File: src/rtl/data_mem_arbiter_if.sv
// Requester-side port bundle for data_mem_arbiter.
// The requester drives the request fields.
// The arbiter drives the grant and the response.
interface data_mem_arbiter_if #(
  parameter int ADDR_W = 32,
  parameter int DATA_W = 32
);
  logic              req;
  logic              we;
  logic [ADDR_W-1:0] addr;
  logic [DATA_W-1:0] wdata;
  logic              gnt;
  logic              rvalid;
  logic [DATA_W-1:0] rdata;
  logic              err;

  modport master (
    output req, we, addr, wdata,
    input  gnt, rvalid, rdata, err
  );

  modport slave (
    input  req, we, addr, wdata,
    output gnt, rvalid, rdata, err
  );
endinterface

File: src/rtl/data_mem_arbiter.sv
// Round-robin arbiter sharing one single-port data memory between the core
// load/store unit (r0) and the debug/DMA loader (r1).
// One access is in flight at a time: IDLE (grant) -> ACCESS -> RESP.
// Misaligned requests skip the memory and go straight to an error response.
module data_mem_arbiter #(
  parameter int ADDR_W = 32,
  parameter int DATA_W = 32
) (
  input  logic              clk,
  input  logic              rst_n,
  data_mem_arbiter_if.slave r0,
  data_mem_arbiter_if.slave r1,
  output logic              memRead,
  output logic              memWrite,
  output logic [ADDR_W-1:0] address,
  output logic [DATA_W-1:0] writeData,
  input  logic [DATA_W-1:0] readData,
  output logic              busy
);

  typedef enum logic [1:0] {
    IDLE   = 2'd0,
    ACCESS = 2'd1,
    RESP   = 2'd2
  } state_t;

  state_t            state;
  logic              ptr;        // 1 = r1 wins a tie, 0 = r0 wins a tie
  logic              win;        // port owning the transaction in flight
  logic              lat_we;
  logic [ADDR_W-1:0] lat_addr;
  logic [DATA_W-1:0] lat_wdata;

  logic              gnt0;
  logic              gnt1;
  logic              sel_we;
  logic [ADDR_W-1:0] sel_addr;
  logic [DATA_W-1:0] sel_wdata;

  logic              rvalid0;
  logic              rvalid1;
  logic [DATA_W-1:0] rdata0;
  logic [DATA_W-1:0] rdata1;
  logic              err0;
  logic              err1;

  // Grant the single requester, or on a tie the port not granted last.
  // Grants only happen in IDLE and are held off while reset is asserted.
  always_comb begin
    gnt0 = 1'b0;
    gnt1 = 1'b0;
    if (rst_n && (state == IDLE)) begin
      if (r0.req && r1.req) begin
        gnt1 = ptr;
        gnt0 = !ptr;
      end else if (r0.req) begin
        gnt0 = 1'b1;
      end else if (r1.req) begin
        gnt1 = 1'b1;
      end
    end
  end

  // Mux the winning requester's fields so they can be latched on the grant edge.
  always_comb begin
    sel_we    = gnt1 ? r1.we    : r0.we;
    sel_addr  = gnt1 ? r1.addr  : r0.addr;
    sel_wdata = gnt1 ? r1.wdata : r0.wdata;
  end

  // Transaction FSM: latch the request, run one memory cycle, emit one response.
  always_ff @(posedge clk or negedge rst_n) begin
    if (!rst_n) begin
      state     <= IDLE;
      ptr       <= 1'b0;
      win       <= 1'b0;
      lat_we    <= 1'b0;
      lat_addr  <= '0;
      lat_wdata <= '0;
      rvalid0   <= 1'b0;
      rvalid1   <= 1'b0;
      rdata0    <= '0;
      rdata1    <= '0;
      err0      <= 1'b0;
      err1      <= 1'b0;
    end else begin
      case (state)
        IDLE: begin
          if (gnt0 || gnt1) begin
            lat_we    <= sel_we;
            lat_addr  <= sel_addr;
            lat_wdata <= sel_wdata;
            win       <= gnt1;
            ptr       <= gnt0;
            if (sel_addr[1:0] != 2'b00) begin
              state   <= RESP;
              rvalid0 <= gnt0;
              rvalid1 <= gnt1;
              err0    <= gnt0;
              err1    <= gnt1;
              rdata0  <= '0;
              rdata1  <= '0;
            end else begin
              state <= ACCESS;
            end
          end
        end
        ACCESS: begin
          state   <= RESP;
          rvalid0 <= !win;
          rvalid1 <= win;
          err0    <= 1'b0;
          err1    <= 1'b0;
          rdata0  <= (!win && !lat_we) ? readData : '0;
          rdata1  <= ( win && !lat_we) ? readData : '0;
        end
        RESP: begin
          state   <= IDLE;
          rvalid0 <= 1'b0;
          rvalid1 <= 1'b0;
          err0    <= 1'b0;
          err1    <= 1'b0;
          rdata0  <= '0;
          rdata1  <= '0;
        end
        default: begin
          state <= IDLE;
        end
      endcase
    end
  end

  // Memory strobes and bus are decoded from the state register, so they are
  // zero outside ACCESS and drop immediately when reset is asserted.
  always_comb begin
    memRead   = (state == ACCESS) && !lat_we;
    memWrite  = (state == ACCESS) &&  lat_we;
    address   = (state == ACCESS) ? lat_addr  : '0;
    writeData = (state == ACCESS) ? lat_wdata : '0;
    busy      = (state != IDLE);
  end

  assign r0.gnt    = gnt0;
  assign r1.gnt    = gnt1;
  assign r0.rvalid = rvalid0;
  assign r1.rvalid = rvalid1;
  assign r0.rdata  = rdata0;
  assign r1.rdata  = rdata1;
  assign r0.err    = err0;
  assign r1.err    = err1;

endmodule
File: src/flat_wrapper.sv
// flat-port wrapper written by rule: the top's interface ports become plain ports
module data_mem_arbiter_flat 
#(
  parameter int ADDR_W = 32,
  parameter int DATA_W = 32
)
  (clk, rst_n, memRead, memWrite, address, writeData, readData, busy, r0_req, r0_we, r0_addr, r0_wdata, r0_gnt, r0_rvalid, r0_rdata, r0_err, r1_req, r1_we, r1_addr, r1_wdata, r1_gnt, r1_rvalid, r1_rdata, r1_err);
  data_mem_arbiter_if #(.ADDR_W(ADDR_W), .DATA_W(DATA_W)) r0_i ();
  data_mem_arbiter_if #(.ADDR_W(ADDR_W), .DATA_W(DATA_W)) r1_i ();
  input  logic clk;
  input  logic rst_n;
  output logic memRead;
  output logic memWrite;
  output logic [ADDR_W-1:0] address;
  output logic [DATA_W-1:0] writeData;
  input  logic [DATA_W-1:0] readData;
  output logic busy;
  input wire logic [$bits(r0_i.req)-1:0] r0_req;
  input wire logic [$bits(r0_i.we)-1:0] r0_we;
  input wire logic [$bits(r0_i.addr)-1:0] r0_addr;
  input wire logic [$bits(r0_i.wdata)-1:0] r0_wdata;
  output wire logic [$bits(r0_i.gnt)-1:0] r0_gnt;
  output wire logic [$bits(r0_i.rvalid)-1:0] r0_rvalid;
  output wire logic [$bits(r0_i.rdata)-1:0] r0_rdata;
  output wire logic [$bits(r0_i.err)-1:0] r0_err;
  input wire logic [$bits(r1_i.req)-1:0] r1_req;
  input wire logic [$bits(r1_i.we)-1:0] r1_we;
  input wire logic [$bits(r1_i.addr)-1:0] r1_addr;
  input wire logic [$bits(r1_i.wdata)-1:0] r1_wdata;
  output wire logic [$bits(r1_i.gnt)-1:0] r1_gnt;
  output wire logic [$bits(r1_i.rvalid)-1:0] r1_rvalid;
  output wire logic [$bits(r1_i.rdata)-1:0] r1_rdata;
  output wire logic [$bits(r1_i.err)-1:0] r1_err;
  assign r0_i.req = r0_req;
  assign r0_i.we = r0_we;
  assign r0_i.addr = r0_addr;
  assign r0_i.wdata = r0_wdata;
  assign r0_gnt = r0_i.gnt;
  assign r0_rvalid = r0_i.rvalid;
  assign r0_rdata = r0_i.rdata;
  assign r0_err = r0_i.err;
  assign r1_i.req = r1_req;
  assign r1_i.we = r1_we;
  assign r1_i.addr = r1_addr;
  assign r1_i.wdata = r1_wdata;
  assign r1_gnt = r1_i.gnt;
  assign r1_rvalid = r1_i.rvalid;
  assign r1_rdata = r1_i.rdata;
  assign r1_err = r1_i.err;
  data_mem_arbiter #(.ADDR_W(ADDR_W), .DATA_W(DATA_W)) u_core (.clk(clk), .rst_n(rst_n), .r0(r0_i), .r1(r1_i), .memRead(memRead), .memWrite(memWrite), .address(address), .writeData(writeData), .readData(readData), .busy(busy));
endmodule
File: config.mk
export PLATFORM = sky130hd
export DESIGN_NAME = data_mem_arbiter_flat
export DESIGN_NICKNAME = d
export VERILOG_FILES = /design/src/rtl/data_mem_arbiter_if.sv /design/src/rtl/data_mem_arbiter.sv /design/src/flat_wrapper.sv
export SDC_FILE = /design/constraint.sdc
export NUM_CORES = 1
export LEC_CHECK = 0
export BUFFER_PORTS_ARGS = -buffer_cell sky130_fd_sc_hd__clkbuf_2
export CORE_MARGIN = 4
export CORE_UTILIZATION = 45
export DETAILED_ROUTE_END_ITERATION = 8
export GPL_ROUTABILITY_DRIVEN = 0
export PLACE_DENSITY = 0.85
export SETUP_SLACK_MARGIN = 0.2
export SYNTH_ARGS = -nofsm -noshare
export SYNTH_HDL_FRONTEND = slang
export SYNTH_SLANG_ARGS = --single-unit
File: constraint.sdc
create_clock -name clk -period 3.2 [get_ports clk]
set_input_delay 0.64 -clock clk [delete_from_list [all_inputs] [get_ports clk]]
set_output_delay 0.64 -clock clk [all_outputs]
set_load 0.02 [all_outputs]
==> impl_results.md <==
- Startpoint types: register
- Compound-Gate Fraction of Synth Area: 0.0597
- First-pass GRT wire length: 27000 µm
- Worst Hold Class: in2async
- Power Density: 774 nW/µm²
- Post-DP Area: 8310 µm²
- Mux contribution to synthesized area: 0.214
- Vias in the first global route: 5557
- DRT antenna net count: 0
- R2R setup slack: 0.71 ns
- Vias per std cell: 4.92
- Area growth syn-to-layout: 34.1%
- Critical Path Fanout Max: 46
- Root Buffer: clkbuf_16
- RSZ-0062 raised after global routing: no
- FMAX: 362 MHz
- Flops & latches, synth: 137
- CP Data Required Time: 2.56 ns
- Worst r2r path cells: 7
- Largest net degree at the start of global routing: 63
- Detailed placer's ending HPWL: 13000 µm
- Largest family of logic cells by synthesized area: multiplexers
- # H-tree levels: 4
- Post-synth top area cell: dfrtp_1
- Adder-cell share of the synthesized area: 0.00566
- Sequential area share after synthesis: 0.517
- Max-Cap Viols: 0
- Final wirelength: 17300 µm
- Synth Cell Area: 6630 µm²
- Share of flip-flops with an asynchronous set or reset: 1.00
- Fin Setup TNS: 0 ns
- Core Footprint: 14500 µm²
- Layout cell share with drive strength beyond 1: 0.379
- Routed vias: 5569
- Drt wl/cell: 15.2 µm
- Iter 0 DRT Violations: 242
- Crit Path Class: reg2out
- Initial antenna violation count: 0
- Post_cts resized: 0
- Design area: 8890 µm²
- Rel. slew slack: 0.522
- Final Cycle Share: 0.863
- Synthesized area per cell: 10.2 µm²
- # setup viols final: 0
- Syn Nets: 818
- Post-CTS Hold Fix Bufs: 0
- CP arrival: 2.12 ns
- Nets: 1105
- Xor/xnor cell area share of the yosys netlist: 0
- Worst-Margin Slew: 0.718 ns
- Clock period minus worst slack: 2.76 ns
- Worst R2R Start: u_core.state[1]
- Most common cell in the netlist: dfrtp_1
- # Post-CTS Setup Buffers: 0
- Number of remaining DRC errors: 0
- Hold Vio Cnt, Final: 0
- Initial Util: 0.458
- Synth Instances: 649
- Clk sinks: 137
- Inserted Diodes: 0
- Wl on met1: 6770 µm
- Critical path origin: u_core.state[1]
- Synth cell types: 30
- Rows: 44
- Ys Warns: 0
- VDD IR max: 0.592 mV
- Top Ports: 303
- Max clock buf depth: 2
- TritonCTS buffer count: 17
- Area contributors post-synth: dfrtp_1 (52%), mux2_1 (10%), mux2i_1 (9.8%)
- Status: complete, no violations
- Worst setup EP type: output pin
- Max-slew violations: 0
- EDFF count, synth: 0
- Clk pin slew, worst setup/hold paths: 0.06 ns
- Grt ovf: 0
- Detail Route met3 WL: 1230 µm
- Top cell type's share of synthesized area: 0.517
- Initial DRT Pass Iterations: 4
- CTS tree: built
- Reg2reg end: u_core.r0.rdata[27]
- Port-buffer cells: 302
- Synth Area in Simple Gates: 0.169
- Setup Skew: 0.00895 ns
- Clk Latency, worst-skew pair: 0.41 ns
- Die ar.: 16700 µm²
- Met2 wire length: 8950 µm
- Top cells by count, synth: dfrtp_1 (137), nand2_1 (106), nor2_1 (68), o21ai_0 (67)
- Ys flop type: dfrtp_1
- GRT Util Overall: 0.206
- Die width: 129 µm
- Leakage: 5.21 nW
- Die H: 129 µm
- Uppermost layer routed: met4
worst max path at each step:
stage	end	slack (ns)	depth (start not counted)
floorplan	r1_gnt	0.83	5
global placement	r0_gnt	0.79	5
detailed placement	u_core.r0.rdata[27]	0.71	7
CTS	address[0]	0.41	5
global route	writeData[3]	0.25	5
finish	writeData[3]	0.44	5
power by group:
group,total (W),internal [W],leakage [nW],switching [W]
combinational,0.00243,0.000901,3.13,0.00153
clock,0.00190,0.00118,0.282,0.000715
sequential,0.00256,0.00228,1.80,0.000278
total,0.00688,0.00436,5.21,0.00252
stage by stage:
step	utilization	cells	setup WS [ns]	total power, W	hold WS [ns]
2_1_floorplan	-	649	0.832	0.00423	0.344
5_1_grt	0.614	1133	0.252	0.00735	0.312
4_1_cts	0.614	1133	0.406	0.00699	0.292
3_3_place_gp	0.574	1101	0.792	0.00496	0.454
3_5_place_dp	0.574	1101	0.708	0.00506	0.463
6_report	0.614	1133	0.439	0.00688	0.284
logic make-up (layout without fill, tap and decap cells):
family	count (synthesis)	count (layout)
simple gates	249	249
fa+ha+maj	3	3
flops	137	137
buf+inv	53	353
compound gates	74	74
mux	133	133
layout make-up:
cell class | count | area [µm²]
repair buffers | 316 | 1650
clock inverters | 12 | 125
clock buffers | 20 | 457
inverters | 5 | 18.8
flip-flops and latches | 137 | 3430
multi-input cells | 459 | 2980
fillers | 1232 | 5590
well taps | 184 | 230
worst max-delay path, cell delays in order (launching register included):
cell      delay (ns)
dfrtp_1         0.38
inv_1           0.12
ha_2            0.60
buf_12          0.27
and2_1          0.17
clkbuf_2        0.17
registers in the layout, summed over array words and instances (netlist names), 2 cells and up:
signal and cells:
u_core.lat_addr 32, u_core.lat_wdata 32, u_core.r0.rdata 32, u_core.r1.rdata 32
u_core.state 2
routing by layer:
metal	vias up	GRT usage
met4	0	0.0655
met2	191	0.366
met3	24	0.0585
li1	2732	-
met5	-	0
met1	2622	0.241
layout by cell type (no fill, tap or decap), types with 9 or more instances in the layout:
cell	n
o21ai_0	67
dfrtp_1	137
mux2_1	59
clkbuf_2	301
clkbuf_16	17
mux2i_1	65
mux2_2	9
buf_4	12
and2_1	65
nor2_1	68
nand2_1	106
Note: power is estimated with default switching activity, not from simulation.
